$ cat config.mk
export PLATFORM = sky130hd
export DESIGN_NAME = rob
export DESIGN_NICKNAME = d
export VERILOG_FILES = /design/src/rtl/rob.sv
export SDC_FILE = /design/constraint.sdc
export NUM_CORES = 2
export LEC_CHECK = 0
export BUFFER_PORTS_ARGS = -buffer_cell sky130_fd_sc_hd__buf_2
export CORE_MARGIN = 2
export CORE_UTILIZATION = 37
export CTS_BUF_LIST = sky130_fd_sc_hd__clkbuf_8 sky130_fd_sc_hd__clkbuf_16
export DETAILED_ROUTE_END_ITERATION = 8
export PLACE_DENSITY_LB_ADDON = 0.2
export SYNTH_ARGS = -nofsm -noshare
export SYNTH_HDL_FRONTEND = slang
export SYNTH_SLANG_ARGS = --single-unit
export TNS_END_PERCENT = 100
$ cat constraint.sdc
create_clock -name clock -period 5.4 [get_ports clock]
set_input_delay 1.08 -clock clock [delete_from_list [all_inputs] [get_ports clock]]
set_output_delay 1.08 -clock clock [all_outputs]
set_load 0.01 [all_outputs]
$ cat src/rtl/rob.sv
// 2-wide in-order reorder buffer: dual dispatch, dual completion, dual in-order retire,
// and squash of everything younger than a mispredicted branch.
`ifndef ZERO_REG
`define ZERO_REG 6'd0
`endif

module rob #(
    parameter  int ROB_DEPTH = 32,
    localparam int IW        = $clog2(ROB_DEPTH),
    localparam int PW        = IW + 1
) (
    input  logic          clock,
    input  logic          reset,
    input  logic          D_en_1,
    input  logic          D_en_2,
    input  logic [5:0]    id_T_1,
    input  logic [5:0]    id_T_2,
    input  logic [5:0]    id_Told_1,
    input  logic [5:0]    id_Told_2,
    input  logic [4:0]    id_ard_1,
    input  logic [4:0]    id_ard_2,
    input  logic          cdb_en_1,
    input  logic          cdb_en_2,
    input  logic [IW-1:0] cdb_rob_idx_1,
    input  logic [IW-1:0] cdb_rob_idx_2,
    input  logic          br_mispredict,
    input  logic [IW-1:0] br_rob_idx,
    output logic [IW-1:0] rob_idx_1,
    output logic [IW-1:0] rob_idx_2,
    output logic          R_en_1,
    output logic          R_en_2,
    output logic [5:0]    rob_Told_1,
    output logic [5:0]    rob_Told_2,
    output logic [5:0]    rob_T_1,
    output logic [5:0]    rob_T_2,
    output logic [4:0]    rob_ard_1,
    output logic [4:0]    rob_ard_2,
    output logic [1:0]    rob_stall
);

    logic [ROB_DEPTH-1:0] valid_q, valid_d;
    logic [ROB_DEPTH-1:0] complete_q, complete_d;
    logic [5:0]           t_q    [ROB_DEPTH];
    logic [5:0]           t_d    [ROB_DEPTH];
    logic [5:0]           told_q [ROB_DEPTH];
    logic [5:0]           told_d [ROB_DEPTH];
    logic [4:0]           ard_q  [ROB_DEPTH];
    logic [4:0]           ard_d  [ROB_DEPTH];
    logic [PW-1:0]        head_q, head_d;
    logic [PW-1:0]        tail_q, tail_d;

    logic [PW-1:0]        count;
    logic [IW-1:0]        head_idx, head_nxt_idx;
    logic [IW-1:0]        tail_idx, tail_nxt_idx;
    logic                 acc_1, acc_2;
    logic                 ret_1, ret_2;
    logic [IW-1:0]        br_off;
    logic [PW-1:0]        br_ptr;

    assign count        = tail_q - head_q;
    assign head_idx     = head_q[IW-1:0];
    assign head_nxt_idx = head_idx + IW'(1);
    assign tail_idx     = tail_q[IW-1:0];
    assign tail_nxt_idx = tail_idx + IW'(1);

    // Branch position expressed as a full pointer so the restored tail keeps
    // a wrap bit consistent with head.
    assign br_off = br_rob_idx - head_idx;
    assign br_ptr = head_q + PW'(br_off);

    always_comb begin
        acc_1 = D_en_1 && !br_mispredict && (count < PW'(ROB_DEPTH));
        acc_2 = D_en_2 && !br_mispredict &&
                ((count + PW'(acc_1)) < PW'(ROB_DEPTH));
    end

    always_comb begin
        ret_1 = valid_q[head_idx] & complete_q[head_idx];
        ret_2 = ret_1 & valid_q[head_nxt_idx] & complete_q[head_nxt_idx];
    end

    always_comb begin
        logic [IW-1:0] age;
        age        = '0;
        valid_d    = valid_q;
        complete_d = complete_q;
        t_d        = t_q;
        told_d     = told_q;
        ard_d      = ard_q;

        if (cdb_en_1 && valid_q[cdb_rob_idx_1]) complete_d[cdb_rob_idx_1] = 1'b1;
        if (cdb_en_2 && valid_q[cdb_rob_idx_2]) complete_d[cdb_rob_idx_2] = 1'b1;

        if (ret_1) begin
            valid_d[head_idx]    = 1'b0;
            complete_d[head_idx] = 1'b0;
        end
        if (ret_2) begin
            valid_d[head_nxt_idx]    = 1'b0;
            complete_d[head_nxt_idx] = 1'b0;
        end

        // Squash runs after completion so late writebacks cannot revive younger entries.
        if (br_mispredict) begin
            for (int i = 0; i < ROB_DEPTH; i++) begin
                age = IW'(i) - head_idx;
                if (age > br_off) begin
                    valid_d[i]    = 1'b0;
                    complete_d[i] = 1'b0;
                end
            end
        end

        if (acc_1) begin
            valid_d[tail_idx]    = 1'b1;
            complete_d[tail_idx] = 1'b0;
            t_d[tail_idx]        = id_T_1;
            told_d[tail_idx]     = id_Told_1;
            ard_d[tail_idx]      = id_ard_1;
        end
        if (acc_2) begin
            valid_d[rob_idx_2]    = 1'b1;
            complete_d[rob_idx_2] = 1'b0;
            t_d[rob_idx_2]        = id_T_2;
            told_d[rob_idx_2]     = id_Told_2;
            ard_d[rob_idx_2]      = id_ard_2;
        end
    end

    always_comb begin
        head_d = head_q + PW'(ret_1) + PW'(ret_2);
        if (br_mispredict) begin
            tail_d = br_ptr + PW'(1);
        end else begin
            tail_d = tail_q + PW'(acc_1) + PW'(acc_2);
        end
    end

    always_ff @(posedge clock) begin
        if (reset) begin
            head_q     <= '0;
            tail_q     <= '0;
            valid_q    <= '0;
            complete_q <= '0;
        end else begin
            head_q     <= head_d;
            tail_q     <= tail_d;
            valid_q    <= valid_d;
            complete_q <= complete_d;
        end
    end

    // Payload is qualified by valid, so it needs no reset.
    always_ff @(posedge clock) begin
        t_q    <= t_d;
        told_q <= told_d;
        ard_q  <= ard_d;
    end

    always_comb begin
        rob_idx_1  = tail_idx;
        rob_idx_2  = D_en_1 ? tail_nxt_idx : tail_idx;
        R_en_1     = ret_1;
        R_en_2     = ret_2;
        rob_Told_1 = ret_1 ? told_q[head_idx]     : `ZERO_REG;
        rob_Told_2 = ret_2 ? told_q[head_nxt_idx] : `ZERO_REG;
        rob_T_1    = ret_1 ? t_q[head_idx]        : `ZERO_REG;
        rob_T_2    = ret_2 ? t_q[head_nxt_idx]    : `ZERO_REG;
        rob_ard_1  = ret_1 ? ard_q[head_idx]      : 5'd0;
        rob_ard_2  = ret_2 ? ard_q[head_nxt_idx]  : 5'd0;
        if (count == PW'(ROB_DEPTH)) begin
            rob_stall = 2'b11;
        end else if (count == PW'(ROB_DEPTH - 1)) begin
            rob_stall = 2'b01;
        end else begin
            rob_stall = 2'b00;
        end
    end

endmodule
==> impl_results.md <==
- Sequential cell area fraction in the yosys report: between 30 and 40%
- Syn Area/Cell: about 9.5 um2
- Final number of hold-violating endpoints: 0
- Drt first pass iters: 7
- Peak supply drop: between 0.2 and 0.25 mV
- Setup violations, final: 0
- Slowest stage delay, CP: approximately 980 ps
- Layout area overhead: 11.4%
- Min Tclk post-route: roughly 5300 ps
- Largest cells by area after synthesis: dfxtp_1, mux4_2, mux2i_1, a21oi_1, nor2_1
- Clk_lat worst skew: ~650 ps
- Setup tns final: 0 ps
- Clk root buf: clkbuf_16
- Arr. time, crit path: around 4200 ps
- Yosys warns: 0
- RSZ-0062 raised after global routing: false
- Boundary Pins: between 100 and 150
- Delay-heaviest family, CP: buffers and inverters
- Clock share of power: 32.1%
- FF-to-FF End: complete_q[14]$_SDFF_PP0_
- Yosys top cell by area: dfxtp_1
- Placeable Area: ~110000 um2
- Gr usage total: about 29%
- Routed vias: 34700
- PortBufs: 103
- Slew headroom: 25.5%
- Combinational Power Share: 25.2%
- H-tree levels: 3
- Number of enable flip-flop cells after synthesis: 0
- Hold_sp: valid_q[8]$_SDFF_PP0_
- Starting Density: around 37%
- Seq pwr share: a little over two fifths
- Switching share of power: a little under a third
- Predominant post-synthesis flop cell: dfxtp_1
- Worst hold stages: 2
- Die area: roughly 110000 um2
- CTS Buf Count: 74
- Reg2reg start: head_q[0]$_SDFF_PP0_
- Routed len/inst: about 30 um
- First-pass GRT wire length: roughly 230000 um
- Min-delay worst type: register to register
- Total routed wirelength: ~170000 um
- Post-Syn Nets: between 4000 and 5000
- Most common cell in the synthesized netlist: dfxtp_1
- Cells on worst reg2reg path: 12
- Synth Register Bits: between 600 and 700
- Post-synth top area share: a little under a third
- Fmax: between 0.15 and 0.2 GHz
- Gate Count Post-Synth: ~4200
- Via density: around 6.2
- Sw Pwr: 4.96 mW
- Vias in the first global route: 31400
- Worst-case clock skew: ~22 ps
- Pwr Density: 365 nW/um2
- Die Wd: approximately 330 um
- Residual DRC: 0
- Storage cell area: between 10000 and 15000 um2
- Clock buffer depth: 3
- CTS hold repair buffers: 0
- Final ANT Viol Nets: 0
- Critical Path End Type: primary output
- Largest net degree at the start of global routing: 129
- Crit-path max FO: 64
- CP bufs+invs: 3
- Critical Path RT: about 4300 ps
- Share of layout cells above drive strength 1: a little under a fifth
- DIE HEIGHT: between 300 and 400 um
- Crit path kind: register to primary output
- CP max stage cell: buf_4
- Leak: between 15 and 20 nW
- Post-detail-place hpwl: 108000 um
- Flop-to-flop setup slack: slightly above 1000 ps
- Count of cell types in the netlist: between 80 and 90
- Fillcell total: between 10000 and 15000
- Clock Sinks: 620
- Internal power: approximately 11 mW
- CTS tree: yes
- Final period utilization: a little under 100%
- Multi-input logic area: 25700 um2
- Post-Syn Area: roughly 40000 um2
- MaxCap Viol Count: 0
- Placed inst area: approximately 42000 um2
- Worst setup SP type: register
- Status: complete, no violations
- Worst Hold End: valid_q[8]$_SDFF_PP0_
- Rows: between 100 and 150
- Design area: 44700 um2
- Initial antenna violation count: 26
- Tightest Pin Transition: between 1000 and 1500 ps
- CP cell instances: buf_4 -> buf_4 -> mux4_2 -> mux4_2 -> nand2_1 -> a21oi_1 -> buf_2
- Clock transition at the registers of the reported paths: ~60 ps
- Postcts setup bufs: 0
- Final Util: 41.7%
- Max-slew violations: 0
- Detailed Route Iter0 Violations: ~4400
- Global route overflow: 0
- Nets@finish: between 4000 and 5000
- GPL Wtd Cong: just under 1
- Top post-synthesis cells by count: dfxtp_1, mux2i_1, nor2_1
- Synth async-reset ratio: 0%
==> through the flow <==
step | instances | hold slack (ps) | setup WS, ps | total power [mW]
global placement | 5454 | 478 | 652 | 10.9
finish | 5590 | 494 | 82.1 | 16.3
floorplan | 4231 | 452 | 654 | 9.88
CTS | 5589 | 497 | 4.02 | 16.2
global route | 5589 | 520 | 24.9 | 17.0
detailed placement | 5454 | 489 | 618 | 11.0
==> state kept, by name, indices dropped and copies added (netlist names) <==
signal      count
t_q           192
told_q        192
ard_q         160
complete_q     32
valid_q        32
head_q          6
tail_q          6
==> worst max path at each step <==
stage	startpoint	to	cells past startpoint
CTS	head_q[0]$_SDFF_PP0_	rob_Told_2[0]	10
floorplan	head_q[1]$_SDFF_PP0_	rob_T_2[2]	13
global placement	br_rob_idx[0]	complete_q[11]$_SDFF_PP0_	12
global route	head_q[0]$_SDFF_PP0_	rob_Told_2[0]	10
detailed placement	br_rob_idx[0]	complete_q[14]$_SDFF_PP0_	13
finish	head_q[1]$_SDFF_PP0_	rob_Told_1[5]	7
==> cell type report <==
| class | instances | share of cell area [%] |
|---|---|---|
| repair buffers | 247 | 4.25 |
| clock buffers | 97 | 4.88 |
| diodes | 1 | 0.00560 |
| inverters | 91 | 0.767 |
| clock inverters | 38 | 0.737 |
| well taps | 1403 | 3.93 |
| multi-input cells | 3093 | 57.6 |
| flip-flops and latches | 620 | 27.8 |
==> power by group through the flow <==
stage                     registers (mW)  logic, mW  clock network [mW]
after floorplan                     6.65       3.24                   0
after global placement              6.94       3.99                   0
after detailed placement            7.00       4.05                   0
after CTS                           6.91       4.07                5.27
after global routing                7.09       4.45                5.45
final                               6.96       4.11                5.23
==> cells by family (layout without fill, tap and decap cells) <==
group / Yosys count / after routing / synth area share (%)
compound gates: 915 / 915 / 13.5
xor+xnor: 49 / 49 / 1.13
fa+ha+maj: 97 / 97 / 3.12
buf+inv: 518 / 473 / 5.24
flops: 620 / 620 / 31.0
mux: 916 / 916 / 33.7
other cells: 0 / 1 / 0
simple gates: 1116 / 1116 / 12.3
==> repair_timing <==
| action | 4_1_cts | 5_1_grt |
|---|---|---|
| hold endpoints to repair | 0 | 0 |
| setup endpoints to repair | 0 | 4 |
| resized for setup | 0 | 3 |
==> routing by layer <==
layer	share of wire, %	global-route usage, %	vias to the layer above
li1	-	-	15400
met1	42	40.5	17000
met2	43	43.1	1943
met3	11	7.77	351
met4	3.8	9.96	32
met5	0.12	0	-
==> placed cells by master, fill, tap and decap left out, types with 22 or more instances in the layout <==
cell       count
ha_1          91
mux2i_1      565
inv_1         98
nand2_1      297
nor3_1        22
a21oi_1      518
nor2b_1       23
clkbuf_8      22
clkbuf_16     75
nor2_1       523
xnor2_1       32
buf_4        119
dfxtp_1      616
buf_2        103
nand4_1       50
mux4_2       348
buf_12        22
and2_1        22
nand3_1       46
a221oi_1      22
o21ai_0      150
==> worst reg2reg max path: stages, from the launching register on <==
cell and delay [ps]:
dfxtp_4 410, buf_6 260, ha_1 310, fa_1 450, xnor2_1 510, inv_1 420, ha_1 450, o21ba_2 180
o21ai_0 140, a21oi_1 90, a311oi_1 480, o211ai_1 300, nor3_1 260
Power figures use the tool's default switching activity.
